$ cat src/rtl/pipe_stage_reg.sv
// pipe_stage_reg: parametrised pipeline stage register with a valid/ready
// handshake, honouring the pipeline control word (Default/Bubble/Stalled).
// It also counts the cycles spent in Stalled and in Bubble.
//
// Optional feature: define PIPE_STAGE_SKID_EN to add a second (skid) entry.
// in_ready_o then depends only on registered state. Without it the stage
// holds one entry, and in_ready_o depends combinationally on out_ready_i.
//
// Ports:
//   clk, rst                      clock; asynchronous active-low reset
//   ctrl_signal_i                 stage control word
//   in_valid_i/in_ready_o/in_data_i     upstream handshake and payload
//   out_valid_o/out_ready_i/out_data_o  downstream handshake and payload
//   occ_o                         entries held (0..2)
//   stall_cnt_o, bubble_cnt_o     saturating activity counters

`ifndef CTRL_Wire_Bus
`define CTRL_Wire_Bus [1:0]
`endif
`ifndef CTRL_STATE_Default
`define CTRL_STATE_Default 2'b00
`endif
`ifndef CTRL_STATE_Bubble
`define CTRL_STATE_Bubble 2'b01
`endif
`ifndef CTRL_STATE_Stalled
`define CTRL_STATE_Stalled 2'b10
`endif

module pipe_stage_reg #(
   parameter int unsigned      WIDTH      = 64,
   parameter logic [WIDTH-1:0] BUBBLE_VAL = {WIDTH{1'b0}},
   parameter int unsigned      CNT_W      = 16
) (
   input  logic                clk,
   input  logic                rst,
   input  logic `CTRL_Wire_Bus ctrl_signal_i,
   input  logic                in_valid_i,
   output logic                in_ready_o,
   input  logic [WIDTH-1:0]    in_data_i,
   output logic                out_valid_o,
   input  logic                out_ready_i,
   output logic [WIDTH-1:0]    out_data_o,
   output logic [1:0]          occ_o,
   output logic [CNT_W-1:0]    stall_cnt_o,
   output logic [CNT_W-1:0]    bubble_cnt_o
);

   logic             is_default;
   logic             is_stall;
   logic             is_flush;
   logic             in_fire;
   logic             out_fire;

   logic             mv_q, mv_d;
   logic [WIDTH-1:0] md_q, md_d;
   logic [CNT_W-1:0] stall_cnt_q, stall_cnt_d;
   logic [CNT_W-1:0] bubble_cnt_q, bubble_cnt_d;

   // Control decode: anything that is neither Default nor Stalled flushes.
   assign is_default = (ctrl_signal_i == `CTRL_STATE_Default);
   assign is_stall   = (ctrl_signal_i == `CTRL_STATE_Stalled);
   assign is_flush   = ~is_default & ~is_stall;

   assign out_valid_o  = mv_q & is_default;
   assign out_data_o   = md_q;
   assign in_fire      = in_valid_i & in_ready_o;
   assign out_fire     = out_valid_o & out_ready_i;
   assign stall_cnt_o  = stall_cnt_q;
   assign bubble_cnt_o = bubble_cnt_q;

`ifdef PIPE_STAGE_SKID_EN
   logic             sv_q, sv_d;
   logic [WIDTH-1:0] sd_q, sd_d;

   // Ready depends only on the registered skid flag.
   assign in_ready_o = ~sv_q & is_default;
   assign occ_o      = {1'b0, mv_q} + {1'b0, sv_q};

   // Next state: M refills from S first, so order stays FIFO.
   always_comb begin
      mv_d = mv_q;
      md_d = md_q;
      sv_d = sv_q;
      sd_d = sd_q;
      if (is_flush) begin
         mv_d = 1'b0;
         md_d = BUBBLE_VAL;
         sv_d = 1'b0;
         sd_d = BUBBLE_VAL;
      end else if (is_default) begin
         if (~mv_q | out_fire) begin
            if (sv_q) begin
               mv_d = 1'b1;
               md_d = sd_q;
               sv_d = in_fire;
               if (in_fire) begin
                  sd_d = in_data_i;
               end
            end else if (in_fire) begin
               mv_d = 1'b1;
               md_d = in_data_i;
            end else begin
               mv_d = 1'b0;
            end
         end else if (in_fire) begin
            sv_d = 1'b1;
            sd_d = in_data_i;
         end
      end
   end

   always_ff @(posedge clk or negedge rst) begin
      if (!rst) begin
         sv_q <= 1'b0;
         sd_q <= BUBBLE_VAL;
      end else begin
         sv_q <= sv_d;
         sd_q <= sd_d;
      end
   end
`else
   // Single entry: accept whenever M is empty or being drained this cycle.
   assign in_ready_o = (~mv_q | out_ready_i) & is_default;
   assign occ_o      = {1'b0, mv_q};

   always_comb begin
      mv_d = mv_q;
      md_d = md_q;
      if (is_flush) begin
         mv_d = 1'b0;
         md_d = BUBBLE_VAL;
      end else if (in_fire) begin
         mv_d = 1'b1;
         md_d = in_data_i;
      end else if (out_fire) begin
         mv_d = 1'b0;
      end
   end
`endif

   // Saturating activity counters, cleared only by reset.
   always_comb begin
      stall_cnt_d  = stall_cnt_q;
      bubble_cnt_d = bubble_cnt_q;
      if (is_stall && (stall_cnt_q != {CNT_W{1'b1}})) begin
         stall_cnt_d = stall_cnt_q + CNT_W'(1);
      end
      if (is_flush && (bubble_cnt_q != {CNT_W{1'b1}})) begin
         bubble_cnt_d = bubble_cnt_q + CNT_W'(1);
      end
   end

   always_ff @(posedge clk or negedge rst) begin
      if (!rst) begin
         mv_q         <= 1'b0;
         md_q         <= BUBBLE_VAL;
         stall_cnt_q  <= '0;
         bubble_cnt_q <= '0;
      end else begin
         mv_q         <= mv_d;
         md_q         <= md_d;
         stall_cnt_q  <= stall_cnt_d;
         bubble_cnt_q <= bubble_cnt_d;
      end
   end

endmodule

$ cat config.mk
export PLATFORM = sky130hd
export DESIGN_NAME = pipe_stage_reg
export DESIGN_NICKNAME = d
export VERILOG_FILES = /design/src/rtl/pipe_stage_reg.sv
export SDC_FILE = /design/constraint.sdc
export NUM_CORES = 1
export LEC_CHECK = 0
export ABC_AREA = 1
export BUFFER_PORTS_ARGS = -buffer_cell sky130_fd_sc_hd__clkbuf_2
export CORE_MARGIN = 1
export CORE_UTILIZATION = 30
export CTS_CLUSTER_SIZE = 12
export DETAILED_ROUTE_END_ITERATION = 8
export PLACE_DENSITY_LB_ADDON = 0.12
export SYNTH_ARGS = -nofsm -noshare
export SYNTH_HDL_FRONTEND = slang
export SYNTH_SLANG_ARGS = --single-unit
$ cat constraint.sdc
create_clock -name clk -period 4.4 [get_ports clk]
set_input_delay 0.22 -clock clk [delete_from_list [all_inputs] [get_ports clk]]
set_output_delay 0.22 -clock clk [all_outputs]
set_load 0.01 [all_outputs]
; ---- Yosys cells after proc, flatten, opt, wreduce, memory -nomap -nowiden
; Index checks and enable logic that the tools add are counted.
[classes]
muxes = 5
add_sub_neg = 2
reduce_logical = 5
eq_ne = 3
n_bitwise = 9
[ops]
columns = operator, n
row1 = $mux W64, 2
row2 = $add A16 B1 Y16 const B, 2
row3 = $ne A16 B16 Y1 const B, 2
row4 = $and A1 B1 Y1, 5
row5 = $mux W1, 3
row6 = $not A1 Y1, 3
row7 = $reduce_bool A3 Y1, 1
row8 = $eq A2 B2 Y1 const B, 1
row9 = $logic_and A1 B1 Y1, 2
row10 = $logic_not A2 Y1, 1
row11 = $reduce_bool A2 Y1, 1
row12 = $or A1 B1 Y1, 1
[totals]
reg_bits = 97
out_inout_bits = 100
in_bits = 70
elab_cells = 28

; ---- Logic depth before layout (Yosys ltp)
; Gate-level depths: netlist of the first run.
[depth]
depth_word = 6
ltp_mapped = 10
depth_no_buf = 9

; ---- Worst setup path after synthesis of the first run
; Ideal clock, no wire load.
[synth_timing]
path_kind = reg2reg
from = register bubble_cnt_q[0] (netlist: bubble_cnt_o[0])
to = register bubble_cnt_q[10] (netlist: bubble_cnt_o[10])
required_ns = 4.277
period_less_slack_ns = 1.547
path_buffers = 0
stages_incl_launch_ff = 9
setup_time_ns = 0.123
arrival_time_ns = 1.424
setup_slack_ns = 2.853
cell_sequence = dfrtp_1 -> ha_1 -> inv_1 -> nor2_1 -> nand2_1 -> nor2_4 -> nand2_1 -> o21ai_0 -> nand2_1
[synth_between]
elab_chain_len = 2
word_cells_on_any_way = 3
classes_between = add/sub: 1 / eq/ne: 1 / reduce/logical: 1
[synth_lines]
columns = element, line
row1 = "start, declared", 58  ; logic [CNT_W-1:0] bubble_cnt_q, bubble_cnt_d;
row2 = "start signal, assigned", 164  ; bubble_cnt_q <= bubble_cnt_d;
row3 = branches (longest 2 deep; another with $add A16 B1 Y16), --
; Several ways; the timed one is not identified.
; A chain may end at the register's enable or synchronous reset.

; ---- Worst setup path after layout of the first run
[layout_timing]
from = register mv_q
to = register md_q[22] (netlist: out_data_o[22])
[layout_between]
elab_chain_len = 5
[layout_lines]
columns = element, line
row1 = "start, declared", 55  ; logic mv_q, mv_d;
row2 = "start signal, assigned", 161  ; mv_q <= mv_d;
row3 = $not A1 Y1, 124  ; assign in_ready_o = (~mv_q | out_ready_i) & is_default;
row4 = $or A1 B1 Y1, 124
row5 = $and A1 B1 Y1, 124
row6 = $and A1 B1 Y1, 67  ; assign in_fire = in_valid_i & in_ready_o;
row7 = $reduce_bool A2 Y1 (no line), --
row8 = "end signal, assigned", 162  ; md_q <= md_d;
row9 = "end, declared", 56  ; logic [WIDTH-1:0] md_q, md_d;
; Every way passes these cells.

==> results of run 1 <==
-- flip-flops by register name (all words and copies together), names as in the netlist --
signal / count
bubble_cnt_o: 16
mv_q: 1
out_data_o: 64
stall_cnt_o: 16
-- cell type report --
| cell class | count | area [um2] |
|---|---|---|
| clock buffers | 11 | 243 |
| flip-flops and latches | 97 | 2430 |
| repair buffers | 174 | 891 |
| well taps | 188 | 235 |
| fillers | 1572 | 9240 |
| clock inverters | 5 | 53.8 |
| inverters | 36 | 135 |
| multi-input cells | 413 | 1920 |
-- synthesized netlist by cell type, drive strengths merged --
library cell	n	area share, %
nand4	15	2.0
clkbuf	11	0.89
a211oi	1	0.27
nor2	34	3.0
buf	20	2.5
xor2	2	0.38
inv	36	2.9
nand3	147	16
dfrtp	97	52
xnor2	6	1.1
nor2b	1	0.14
nand3b	3	0.49
o21ai	15	1.6
nor3	3	0.32
nand2	183	15
conb	1	0.081
ha	2	0.54
-- routing by layer --
layer	global-route usage [%]	vias to the layer above	wire length, um
met4	6.09	0	190
met2	26.9	149	5930
met5	0	-	0
met1	22.9	2051	6110
li1	-	2189	-
met3	4.16	13	891
-- cell families (layout without fill, tap and decap cells) --
family | count (synthesis) | after routing | synth area share, %
AO/OA/AOI/OAI | 16 | 16 | 1.89
XOR/XNOR | 8 | 8 | 1.51
adder cells (fa/ha/maj) | 2 | 2 | 0.541
buffers and inverters | 67 | 226 | 6.30
flip-flops | 97 | 97 | 52.5
other | 1 | 1 | 0.0811
AND/OR/NAND/NOR | 386 | 386 | 37.2
-- metrics by stage --
stage / std cells / util, % / hold WS, ns
2_1_floorplan: 577 / - / -0.0756
3_3_place_gp: 907 / 36.9 / 0.293
3_5_place_dp: 907 / 36.9 / 0.298
4_1_cts: 924 / 39.0 / 0.0889
5_1_grt: 924 / 39.0 / 0.0935
6_report: 924 / 39.0 / 0.101
-- power groups by stage --
stage	clock network (W)	logic [W]	registers, W
after global placement	0	0.000339	0.00106
after detailed placement	0	0.000344	0.00106
after CTS	0.000826	0.000346	0.00105
final	0.000803	0.000338	0.00105
after floorplan	0	0.000151	0.00108
after global routing	0.000857	0.000387	0.00106
-- worst paths after layout --
path,endpoint,cells after the start,slack (ns),startpoint
worst min register to register,out_data_o[46],2,0.50,out_data_o[46]
worst max-delay path,out_data_o[22],6,1.95,mv_q
max in group asynchronous,out_data_o[25],3,2.87,rst
worst max register to register,out_data_o[22],6,1.95,mv_q
worst min-delay path,out_data_o[59],3,0.10,in_data_i[59]
min in group asynchronous,bubble_cnt_o[14],2,0.45,rst
-- critical path, delay by kind of cell, from the launching register on --
family / cells / cell delay [ns]
buffers and inverters: 2 / 0.98
AND/OR/NAND/NOR: 3 / 0.61
flip-flops: 1 / 0.42
AO/OA/AOI/OAI: 1 / 0.23
==> impl_metrics.env, run 1 <==
export IMPL_fp_dieW_um=126
export IMPL_critPathKind="register to register"
export IMPL_syn2layout_area_growth_pct=27.6
export IMPL_grt_max_degree=68
export IMPL_switching_power_w=0.000635
export IMPL_setup_violations=0
export IMPL_drcViolationCount=0
export IMPL_synthCells=577
export IMPL_drive_gt1_share_pct=27.0
export IMPL_first_pass_iters=6
export IMPL_post_cts_buffers=0
export IMPL_cts_max_level=3
export IMPL_vias=4402
export IMPL_grt_pass1_wl_um=21700
export IMPL_die_y_um=126
export IMPL_die_area_um2=15900
export IMPL_clkLatencyLatePin_ns=0.34
export IMPL_skew_ns=0.00661
export IMPL_period_share_pct=55.6
export IMPL_critPathMaxFanout=67
export IMPL_final_nets=803
export IMPL_syn_nets=649
export IMPL_fin_area_um2=5900
export IMPL_slowest_stage="buf_4"
export IMPL_yosys_warnings=0
export IMPL_rsz0062_at_grt="false"
export IMPL_grt_total_usage_pct=17.1
export IMPL_relSlewSlack_pct=53.3
export IMPL_dp_slack_ns=1.97
export IMPL_cp_start_kind="register"
export IMPL_finalWorstSetupSlack_ns=1.95
export IMPL_clk_pin_slew_ns=0.07
export IMPL_vias_per_cell=4.76
export IMPL_vdd_drop_max_v=0.000161
export IMPL_wl_um=13100
export IMPL_synth_seq_cells=97
export IMPL_diodes=0
export IMPL_wl_per_cell_um=14.2
export IMPL_post_dp_cell_area_um2=5600
export IMPL_power_leakage_nw=3.26
export IMPL_layout_min_cycle_time_ns=2.45
export IMPL_finalPower_w=0.00219
export IMPL_cell_internal_pwr_w=0.00155
export IMPL_crit_required_ns=4.63
export IMPL_mostFrequentLayoutCell="nand2_1"
export IMPL_core_um2=15100
export IMPL_p_per_area_nw_per_um2=371
export IMPL_cts_sinks=97
export IMPL_port_buffers=168
export IMPL_endpoint_kind="register"
export IMPL_dp_hpwl_um=9090
export IMPL_synth_seq_area_share_pct=52.5
export IMPL_switching_share_pct=29.0
export IMPL_initial_core_util_pct=30.5
export IMPL_outcome="finished clean"
export IMPL_tritoncts="yes"
export IMPL_path_cells="a211oi_4 -> buf_4 -> nand2_2 -> buf_4 -> nand3_1 -> nand2_1"
export IMPL_final_max_slew_viol_count=0
export IMPL_grt_pass1_vias=4328
export IMPL_worst_pin_slew_ns=0.700
export IMPL_syn_area_per_cell_um2=8.02
export IMPL_cts_buffer_depth=2
export IMPL_cts_resized=0
export IMPL_io_pin_count=170
export IMPL_worstHoldPathType="primary input to register"
export IMPL_final_cell_mix="nand2_1 (177), clkbuf_2 (167), nand3_1 (146)"
export IMPL_antenna_found_initial=0
export IMPL_crit_top_cell="buf_4"
export IMPL_drv_cap=0
export IMPL_pwr_share_seq_pct=47.9
export IMPL_cp_arrival_ns=2.68
export IMPL_numCtsBuffers=9
export IMPL_pwr_share_comb_pct=15.4
export IMPL_tns_ns=0
export IMPL_clkPwrFrac_pct=36.7
export IMPL_postCtsHoldBufs=1
export IMPL_cts_root_buf="clkbuf_16"
export IMPL_place_congestion=0.799
export IMPL_netlist_area_um2=4630
export IMPL_cpPeakStageDelay_ns=0.56
export IMPL_synthDistinctLibCells=27
export IMPL_finalHoldViolCount=0
export IMPL_fmax_mhz=409
export IMPL_drtIter0Drc=292
export IMPL_rows=45
export IMPL_grt_overflow=0
export IMPL_ant_nets=0
(Power assumes the default switching activity.)
==> run 2: changes to the inputs <==
clock period = 2.1 ns   (was 4.4 ns; I/O delays follow)
==> impl_metrics.env, run 2 (same netlist as run 1, synthesis figures left out) <==
export IMPL_outcome="finished clean"
export IMPL_port_buffers=168
export IMPL_finalHoldViolCount=0
export IMPL_grt_pass1_vias=4612
export IMPL_numCtsBuffers=9
export IMPL_core_um2=15100
export IMPL_switching_power_w=0.00137
export IMPL_die_area_um2=15900
export IMPL_clkPwrFrac_pct=36.1
export IMPL_clkLatencyLatePin_ns=0.35
export IMPL_drive_gt1_share_pct=24.9
export IMPL_worstHoldPathType="primary input to register"
export IMPL_p_per_area_nw_per_um2=719
export IMPL_fillers=1529
export IMPL_path_cells="a211oi_4 -> buf_6 -> clkbuf_2"
export IMPL_final_cell_mix="nand2_1 (177), clkbuf_2 (167), nand3_1 (146)"
export IMPL_cts_root_buf="clkbuf_16"
export IMPL_switching_share_pct=29.1
export IMPL_antenna_found_initial=0
export IMPL_grt_max_degree=67
export IMPL_hold_path_depth=3
export IMPL_first_pass_iters=4
export IMPL_fmax_mhz=539
export IMPL_skew_ns=0.00418
export IMPL_r2r_cells=8
export IMPL_grt_pass1_wl_um=23000
export IMPL_cp_start_kind="register"
export IMPL_dp_hpwl_um=9040
export IMPL_layout_min_cycle_time_ns=1.86
export IMPL_diodes=0
export IMPL_drv_cap=0
export IMPL_ant_nets=0
export IMPL_mostFrequentLayoutCell="nand2_1"
export IMPL_place_congestion=0.818
export IMPL_cts_sinks=97
export IMPL_rows=45
export IMPL_fp_dieW_um=126
export IMPL_tns_ns=0
export IMPL_vias=4631
export IMPL_cell_internal_pwr_w=0.00334
export IMPL_tritoncts="yes"
export IMPL_reg2reg_to="bubble_cnt_o[1]"
export IMPL_dp_slack_ns=0.332
export IMPL_final_nets=865
export IMPL_rsz0062_at_grt="false"
export IMPL_cp_arrival_ns=1.75
export IMPL_cts_max_level=3
export IMPL_vias_per_cell=4.70
export IMPL_largest_register_ffs=64
export IMPL_vdd_drop_max_v=0.000363
export IMPL_pwr_share_comb_pct=17.4
export IMPL_min_from="in_data_i[41]"
export IMPL_reg2reg_from="bubble_cnt_o[0]"
export IMPL_power_leakage_nw=3.53
export IMPL_crit_required_ns=2.00
export IMPL_clk_pin_slew_ns=0.07
export IMPL_io_pin_count=170
export IMPL_initial_core_util_pct=30.5
export IMPL_critPathKind="register to primary output"
export IMPL_final_max_slew_viol_count=0
export IMPL_worst_pin_slew_ns=0.679
export IMPL_period_share_pct=88.4
export IMPL_grt_total_usage_pct=18.2
export IMPL_slowest_stage="buf_6"
export IMPL_syn2layout_area_growth_pct=41.6
export IMPL_wl_um=13800
export IMPL_grt_overflow=0
export IMPL_drtIter0Drc=233
export IMPL_setup_violations=0
export IMPL_pwr_share_seq_pct=46.5
export IMPL_finalWorstSetupSlack_ns=0.243
export IMPL_relSlewSlack_pct=54.7
export IMPL_r2r_slack_ns=0.33
export IMPL_utilization_pct=43.2
export IMPL_cpPeakStageDelay_ns=0.43
export IMPL_cts_buffer_depth=2
export IMPL_min_to="out_data_o[41]"
export IMPL_endpoint_kind="primary output"
export IMPL_wl_per_cell_um=14.0
export IMPL_die_y_um=126
export IMPL_critPathMaxFanout=66
export IMPL_drcViolationCount=0
==> run 2: changes by cell type in the layout (fill, tap and decap cells not counted) <==
cell,before,now
dlygate4sd3_1,1,62
clkinvlp_4,0,1
buf_12,0,2
clkinv_2,3,1
buf_6,0,1
buf_4,6,4
clkbuf_1,1,2
==> run 2: cell type report <==
cell class | count | area (um2) | area share [%]
clock buffers | 12 | 246 | 3.76
well taps | 188 | 235 | 3.59
multi-input cells | 413 | 1920 | 29.3
clock inverters | 4 | 51.3 | 0.783
repair buffers | 236 | 1540 | 23.5
flip-flops and latches | 97 | 2430 | 37.1
inverters | 36 | 135 | 2.06
==> run 2: repair_timing <==
item / CTS / global route
buffers inserted: 0 / 0
hold buffers: 62 / 0
endpoints found under the hold margin: 102 / 0
endpoints found under the setup margin: 0 / 1
resized for setup: 0 / 1
==> run 2: worst max-delay path by stage <==
stage | from | end | cells after the start
after detailed placement | bubble_cnt_o[0] | bubble_cnt_o[10] | 8
after global placement | bubble_cnt_o[0] | bubble_cnt_o[7] | 8
after floorplan | bubble_cnt_o[0] | bubble_cnt_o[10] | 8
final | mv_q | in_ready_o | 3
after global routing | mv_q | in_ready_o | 3
after CTS | mv_q | in_ready_o | 3
==> run 2: critical path: cells and delay by family, from the launching register on <==
kind            cells  cell delay, ns
compound gates      1            0.30
buf+inv             2            0.65
flops               1            0.42
==> run 2: through the flow <==
| step | hold slack [ns] | total power (W) | instance area [um2] | instances |
|---|---|---|---|---|
| detailed placement | 0.156 | 0.00297 | 5630 | 908 |
| CTS | 0.00556 | 0.00478 | 6550 | 986 |
| finish | 0.00965 | 0.00471 | 6550 | 986 |
| floorplan | -0.191 | 0.00258 | 4630 | 577 |
| global route | 0.0168 | 0.00498 | 6550 | 986 |
| global placement | 0.150 | 0.00295 | 5630 | 908 |
==> run 2: routing by layer <==
layer / GRT usage [%] / up-vias / part of all wire [%]
li1: - / 2319 / -
met4: 7.73 / 0 / 2.1
met3: 3.48 / 19 / 5.1
met2: 30.1 / 143 / 47
met1: 23.3 / 2150 / 46
met5: 0 / - / 0
==> run 2: power by group through the flow <==
stage               clock network (W)  registers [W]  logic (W)
floorplan                           0        0.00226   0.000317
global placement                    0        0.00222   0.000728
detailed placement                  0        0.00223   0.000739
CTS                           0.00176        0.00219   0.000831
global route                  0.00184        0.00222   0.000920
finish                        0.00170        0.00219   0.000818
==> run 3: changes to the inputs <==
PLACE_DENSITY = 0.54   (was not set)
PLACE_DENSITY_LB_ADDON = not set   (was 0.12)
==> impl_metrics.env, run 3 (same netlist as run 1, synthesis figures left out) <==
export IMPL_outcome="finished clean"
export IMPL_place_congestion=0.780
export IMPL_layout_min_cycle_time_ns=1.86
export IMPL_final_max_slew_viol_count=0
export IMPL_vdd_drop_max_v=0.000337
export IMPL_r2r_slack_ns=0.33
export IMPL_clk_pin_slew_ns=0.07
export IMPL_post_dp_cell_area_um2=5640
export IMPL_drive_gt1_share_pct=25.3
export IMPL_endpoint_kind="primary output"
export IMPL_p_per_area_nw_per_um2=717
export IMPL_power_leakage_nw=3.53
export IMPL_crit_required_ns=2.00
export IMPL_drcViolationCount=0
export IMPL_met3_usage_pct=5.52
export IMPL_final_cell_mix="nand2_1 (177), clkbuf_2 (167), nand3_1 (146)"
export IMPL_clkLatencyLatePin_ns=0.35
export IMPL_grt_pass1_wl_um=23200
export IMPL_dp_hpwl_um=9080
export IMPL_initial_core_util_pct=30.5
export IMPL_cp_arrival_ns=1.75
export IMPL_hold_path_depth=3
export IMPL_numCtsBuffers=9
export IMPL_r2r_cells=8
export IMPL_die_area_um2=15900
export IMPL_dp_slack_ns=0.362
export IMPL_grt_pass1_vias=4695
export IMPL_finalHoldViolCount=0
export IMPL_first_pass_iters=4
export IMPL_critPathKind="register to primary output"
export IMPL_antenna_found_initial=0
export IMPL_mostFrequentLayoutCell="nand2_1"
export IMPL_drv_cap=0
export IMPL_core_um2=15100
export IMPL_finalWorstSetupSlack_ns=0.245
export IMPL_tns_ns=0
export IMPL_post_cts_buffers=0
export IMPL_grt_overflow=0
export IMPL_ant_nets=0
export IMPL_fmax_mhz=539
export IMPL_fillers=1430
export IMPL_setup_violations=0
export IMPL_fin_area_um2=6560
export IMPL_syn2layout_area_growth_pct=41.7
export IMPL_drtIter0Drc=394
export IMPL_grt_util_met2_pct=29.5
export IMPL_register_area_um2=2430
export IMPL_diodes=0
export IMPL_reg2reg_to="bubble_cnt_o[6]"
export IMPL_tritoncts="yes"
export IMPL_worstHoldPathType="primary input to register"
export IMPL_whs_ns=0.00762
export IMPL_vias_per_cell=4.78
export IMPL_reg2reg_from="bubble_cnt_o[0]"
export IMPL_grtUsageMet1_pct=23.2
export IMPL_wl_per_cell_um=14.1
export IMPL_final_nets=866
export IMPL_fp_dieW_um=126
export IMPL_largest_register_ffs=64
export IMPL_cts_buffer_depth=2
export IMPL_top_usage_layer="met2"
export IMPL_min_from="in_data_i[26]"
export IMPL_multiInputGateArea_um2=1920
export IMPL_critPathMaxFanout=66
export IMPL_die_y_um=126
export IMPL_grt_max_degree=67
export IMPL_finalPower_w=0.00470
export IMPL_cp_start_kind="register"
export IMPL_wl_um=13900
export IMPL_io_pin_count=170
export IMPL_cts_max_level=3
export IMPL_min_to="out_data_o[26]"
export IMPL_vias=4716
export IMPL_rows=45
export IMPL_grt_total_usage_pct=18.2
export IMPL_relSlewSlack_pct=53.3
export IMPL_rsz0062_at_grt="false"
export IMPL_port_buffers=168
export IMPL_skew_ns=0.00899
export IMPL_period_share_pct=88.4
export IMPL_worst_pin_slew_ns=0.701
export IMPL_cts_root_buf="clkbuf_16"
export IMPL_cts_sinks=97
## run 3: layout make-up
type | instances | share of cell area, %
clock inverters | 7 | 1.07
repair buffers | 237 | 23.6
multi-input cells | 413 | 29.2
inverters | 36 | 2.06
flip-flops and latches | 97 | 37.0
well taps | 188 | 3.59
clock buffers | 9 | 3.44
## run 3: critical path, cell delays in order (launching register included)
cell,delay (ns)
dfrtp_1,0.42
a211oi_4,0.30
buf_6,0.43
clkbuf_2,0.22
## run 3: worst max-delay path by stage
stage / startpoint / endpoint / slack, ns / cells past startpoint
5_1_grt: mv_q / in_ready_o / 0.11 / 3
2_1_floorplan: bubble_cnt_o[0] / bubble_cnt_o[10] / 0.55 / 8
3_5_place_dp: bubble_cnt_o[0] / bubble_cnt_o[6] / 0.36 / 8
4_1_cts: mv_q / in_ready_o / 0.06 / 3
3_3_place_gp: bubble_cnt_o[0] / bubble_cnt_o[9] / 0.43 / 8
6_report: mv_q / in_ready_o / 0.24 / 3
## run 3: what timing repair did
item	CTS	global route
gates resized for setup	0	1
endpoints found under the setup margin	0	1
hold endpoints to repair	102	0
hold buffers	62	0
## run 3: layer usage
metal	wire, um	up-vias
li1	-	2313
met1	6160	2230
met2	6600	154
met3	967	19
met4	199	0
met5	0	-
## run 3: per-stage QoR
stage | utilization, % | cells
floorplan | - | 577
global placement | 37.2 | 909
detailed placement | 37.2 | 909
CTS | 43.3 | 987
global route | 43.3 | 987
finish | 43.3 | 987
## run 3: where the power goes
part	switching, W	leakage [nW]	internal, W
Combinational	0.000465	2.09	0.000363
Sequential	0.000169	1.30	0.00202
Clock	0.000760	0.146	0.000924
